==> src/rtl/fetch_unit.sv <==
// Instruction fetch stage: owns the PC, fetches one word per W_MI request over a
// req/ack handshake, latches it into IR and exposes the decoded fields.
module fetch_unit #(
   parameter int              AW       = 16,
   parameter logic [AW-1:0]   RESET_PC = '0,
   parameter int              TIMEOUT  = 15
) (
   input  logic          CLK,
   input  logic          RST,
   input  logic          W_MI,
   input  logic          W_PC,
   input  logic          S_MXPC,
   input  logic [AW-1:0] BR_ADDR,
   output logic [AW-1:0] IM_ADDR,
   output logic          IM_REQ,
   input  logic          IM_ACK,
   input  logic [31:0]   IM_DATA,
   output logic [AW-1:0] PC,
   output logic [31:0]   IR,
   output logic [2:0]    itype,
   output logic [4:0]    op,
   output logic [4:0]    rd,
   output logic [4:0]    ra,
   output logic [4:0]    rb,
   output logic [15:0]   imm,
   output logic          FETCH_BUSY,
   output logic          FETCH_DONE,
   output logic          FETCH_ERR
);

   typedef enum logic [1:0] {
      IDLE = 2'd0,
      REQ  = 2'd1,
      DONE = 2'd2
   } state_t;

   localparam logic [7:0] CNT_LAST = 8'(TIMEOUT - 1);

   state_t        state_q, state_d;
   logic [AW-1:0] pc_q, pc_d;
   logic [AW-1:0] im_addr_q, im_addr_d;
   logic [31:0]   ir_q, ir_d;
   logic          im_req_q, im_req_d;
   logic          err_q, err_d;
   logic [7:0]    cnt_q, cnt_d;

   always_ff @(posedge CLK) begin
      if (RST) begin
         state_q   <= IDLE;
         pc_q      <= RESET_PC;
         im_addr_q <= '0;
         ir_q      <= '0;
         im_req_q  <= 1'b0;
         err_q     <= 1'b0;
         cnt_q     <= '0;
      end else begin
         state_q   <= state_d;
         pc_q      <= pc_d;
         im_addr_q <= im_addr_d;
         ir_q      <= ir_d;
         im_req_q  <= im_req_d;
         err_q     <= err_d;
         cnt_q     <= cnt_d;
      end
   end

   always_comb begin
      state_d   = state_q;
      pc_d      = pc_q;
      im_addr_d = im_addr_q;
      ir_d      = ir_q;
      im_req_d  = im_req_q;
      err_d     = err_q;
      cnt_d     = cnt_q;

      // PC updates in every state; an in-flight fetch keeps its latched address.
      if (W_PC) begin
         pc_d = S_MXPC ? BR_ADDR : pc_q + AW'(1);
      end

      case (state_q)
         IDLE: begin
            if (W_MI) begin
               im_addr_d = pc_q;
               im_req_d  = 1'b1;
               cnt_d     = '0;
               err_d     = 1'b0;
               state_d   = REQ;
            end
         end
         REQ: begin
            if (IM_ACK) begin
               ir_d     = IM_DATA;
               im_req_d = 1'b0;
               state_d  = DONE;
            end else if (cnt_q == CNT_LAST) begin
               // Timed out: hand a NOP to the control unit and flag the error.
               ir_d     = '0;
               im_req_d = 1'b0;
               err_d    = 1'b1;
               state_d  = DONE;
            end else begin
               cnt_d = cnt_q + 8'd1;
            end
         end
         DONE: begin
            state_d = IDLE;
         end
         default: begin
            state_d = IDLE;
         end
      endcase
   end

   assign PC         = pc_q;
   assign IR         = ir_q;
   assign IM_ADDR    = im_addr_q;
   assign IM_REQ     = im_req_q;
   assign FETCH_ERR  = err_q;
   assign FETCH_BUSY = (state_q == REQ);
   assign FETCH_DONE = (state_q == DONE);

   assign itype = ir_q[31:29];
   assign op    = ir_q[28:24];
   assign rd    = ir_q[23:19];
   assign ra    = ir_q[18:14];
   assign rb    = ir_q[13:9];
   assign imm   = ir_q[15:0];

endmodule

==> config.mk <==
export PLATFORM = sky130hd
export DESIGN_NAME = fetch_unit
export DESIGN_NICKNAME = d
export VERILOG_FILES = /design/src/rtl/fetch_unit.sv
export SDC_FILE = /design/constraint.sdc
export NUM_CORES = 1
export LEC_CHECK = 0
export BUFFER_PORTS_ARGS = -buffer_cell sky130_fd_sc_hd__buf_2
export CAP_MARGIN = 5
export CORE_MARGIN = 10
export CORE_UTILIZATION = 43
export DETAILED_ROUTE_END_ITERATION = 7
export GPL_TIMING_DRIVEN = 0
export HOLD_SLACK_MARGIN = 0.08
export PLACE_DENSITY = 0.86
export SYNTH_ARGS = -nofsm -noshare
export SYNTH_HDL_FRONTEND = slang
export SYNTH_SLANG_ARGS = --single-unit
==> constraint.sdc <==
create_clock -name CLK -period 1.8 [get_ports CLK]
set_clock_uncertainty 0.1 [all_clocks]
set_input_delay 0.36 -clock CLK [delete_from_list [all_inputs] [get_ports CLK]]
set_output_delay 0.36 -clock CLK [all_outputs]
set_load 0.03 [all_outputs]
==> flow_summary_export.csv <==
group,metric,value,unit
outcome,outcome,"completed",
worst_hold_path,hold_path.class,"in -> reg",
logic_synthesis,synth_ff_type,"dfxtp_1",
placement,hpwl,9640,um
drt,num_vias,3987,
critical_path,crit_arrival,1.89,ns
finish,final_cell_mix,"buf_2, nand2_1, a21oi_1",
clocking,htreeDepth,3,
clocking,cts_buffers,9,
logic_synthesis,syn_area,3650,um2
logic_synthesis,avgSynthCellArea,7.89,um2
power,leakage,2.30,nW
timing,max_freq,0.558,GHz
grt,grt_max_degree,13,
placement,dpl.cell_count,727,
timing,period_share,99.5,%
critical_path,slowest_stage,"dfxtp_2",
clocking,cts.hold.buffers_added,0,
clocking,cts_tree,"built",
logic_synthesis,synth_seq_cells,76,
critical_path,cp_top_family,"buffers and inverters",
timing,rsz0062_at_grt,"yes",
finish,final_common_cell,"buf_2",
drt,dr.first_iter.drc_count,170,
finish,drive_gt1_share,41.1,%
timing,finalMaxSlewViolations,0,
grt,grt_pass1_vias,4004,
clocking,root_buffer,"clkbuf_8",
drt,drcViolationCount,0,
finish,utilization,60.6,%
die,die_h,112,um
logic_synthesis,ys_async_sr_fraction,0,%
finish,fin_cells,751,
logic_synthesis,syn-instance-count,463,
placement,port_buffers,159,
die,start_util,44.2,%
timing,hold_viol_final,0,
logic_synthesis,synth_edf_count,0,
logic_synthesis,ys_warn_count,0,
critical_path,crit_path_max_fanout,10,
timing,setup_slack,0.00865,ns
critical_path,crit_top_cell,"buf_4",
grt,grt_pass1_wl,19900,um
critical_path,required,1.90,ns
finish,fin_nets,697,
die,ios,161,
critical_path,critPathBufInv,3,
drt,wire_per_inst,16.7,um
critical_path,critPathKind,"reg -> reg",
timing,tightest_slew,0.598,ns
power,power,3.91,mW
critical_path,path_cells,"buf_4 > nand4_1 > buf_4 > buf_4 > nor4_2 > a2111oi_0",
placement,gp_congestion,0.888,
drt,drtPass1Iterations,5,
grt,gr-total-overflow,0,
clocking,clkLatencyLatePin,0.35,ns
power,ir_worst_vdd,0.397,mV
die,die_area,12600,um2
die,num_rows,33,
die,die_w,112,um
logic_synthesis,synth_fp_nets,520,
critical_path,endpoint_kind,"register",
timing,max_slew_margin,60.1,%
timing,whs,0.148,ns
logic_synthesis,synthDistinctLibCells,49,
grt,antenna_found_initial,1,
logic_synthesis,seq_area_frac_synth,41.6,%
clocking,clock_tree.buffer_depth,2,
drt,routed_wl,12500,um
finish,syn_to_final_growth,37.0,%
timing,setup_viol_count_final,0,
placement,dp_slack,-0.199,ns
clocking,numClockSinks,76,
drt,ant_nets,0,
clocking,clk_pin_slew_worst_paths,0.09,ns
grt,grtUsageTotal,18.6,%
run,cap_viol_max_count,0,
timing,fin_crit,1.79,ns
critical_path,cp-start-kind,"register",
power,power_density,781,nW/um2
die,coreArea,8260,um2
drt,vias_per_cell,5.31,
critical_path,max_stage_delay,0.37,ns
[sequential cells by signal, indices dropped and copies added, names as in the netlist]
name and cells:
IR 32, IM_ADDR 16, PC 16, cnt_q 8
state_q 2, FETCH_ERR 1, IM_REQ 1
[kinds of logic after synthesis]
family                   count (synthesis)  share of synthesized area, %
adder cells (fa/ha/maj)                  3                          1.03
AO/OA/AOI/OAI                          141                          21.7
multiplexers                            12                          3.29
AND/OR/NAND/NOR                        151                          19.9
buffers and inverters                   80                          12.4
flip-flops                              76                          41.6
[layout make-up]
cell class,instances,area [um2]
Timing Repair Buffer,168,863
Sequential cell,76,1550
Multi-Input combinational cell,307,1770
Antenna cell,1,2.50
Tap cell,105,131
Inverter,6,22.5
Clock inverter,3,43.8
Fill cell,775,3250
Clock buffer,13,159
Buffer,72,467
[path summary, 6_finish.rpt]
path	startpoint	endpoint	slack, ns	cells after the start
max	PC[2]	PC[10]	0.009	6
min	IM_DATA[13]	IR[13]	0.15	3
max reg2reg	PC[2]	PC[10]	0.009	6
min reg2reg	IM_ADDR[8]	IM_ADDR[8]	0.35	2
[where the power goes]
part           switching (mW)  leakage [nW]  internal [mW]
combinational           0.482          1.57          0.266
clock                   0.617         0.104          0.722
sequential             0.0744         0.624           1.75
[worst register-to-register path: cells and delay by family, from the launching register on]
family,cells,cell delay (ns)
DFF,1,0.37
AOI/OAI and AO/OA,1,0.12
and+or+nand+nor,2,0.52
buffers and inverters,3,0.54
[synth_stat cells (6+ instances only)]
cell type | count | share of area, %
nand3_1 | 9 | 1.2
or3_1 | 7 | 1.2
mux2i_1 | 12 | 3.3
o21ai_0 | 39 | 5.3
a21oi_1 | 69 | 9.5
buf_4 | 39 | 8.0
nor2_1 | 13 | 1.3
buf_2 | 6 | 0.82
clkbuf_1 | 28 | 2.9
nand2_1 | 84 | 8.6
inv_1 | 6 | 0.62
dfxtp_1 | 76 | 42
nand4_1 | 6 | 1.0
[metal layers]
layer / global-route usage [%] / vias to the layer above / routed length (um)
li1: - / 1928 / -
met1: 22.7 / 1838 / 5380
met2: 31.2 / 204 / 5800
met3: 5.54 / 17 / 1130
met4: 5.08 / 0 / 195
met5: 0 / - / 0
[per-stage QoR]
| step | setup TNS, ns | cell area, um2 |
|---|---|---|
| after floorplan | -0.112 | 3660 |
| after global placement | -2.70 | 4580 |
| after detailed placement | -5.17 | 4580 |
| after CTS | -0.0355 | 4870 |
| after global routing | -0.366 | 5010 |
| final | 0 | 5010 |
[repair_timing]
| action | 4_1_cts | 5_1_grt |
|---|---|---|
| setup endpoints to repair | 49 | 51 |
| hold endpoints to repair | 0 | 0 |
| pin swaps | 1 | 4 |
| setup buffers | 2 | 7 |
| resized for setup | 20 | 36 |
Note: power is estimated with default switching activity, not from simulation.
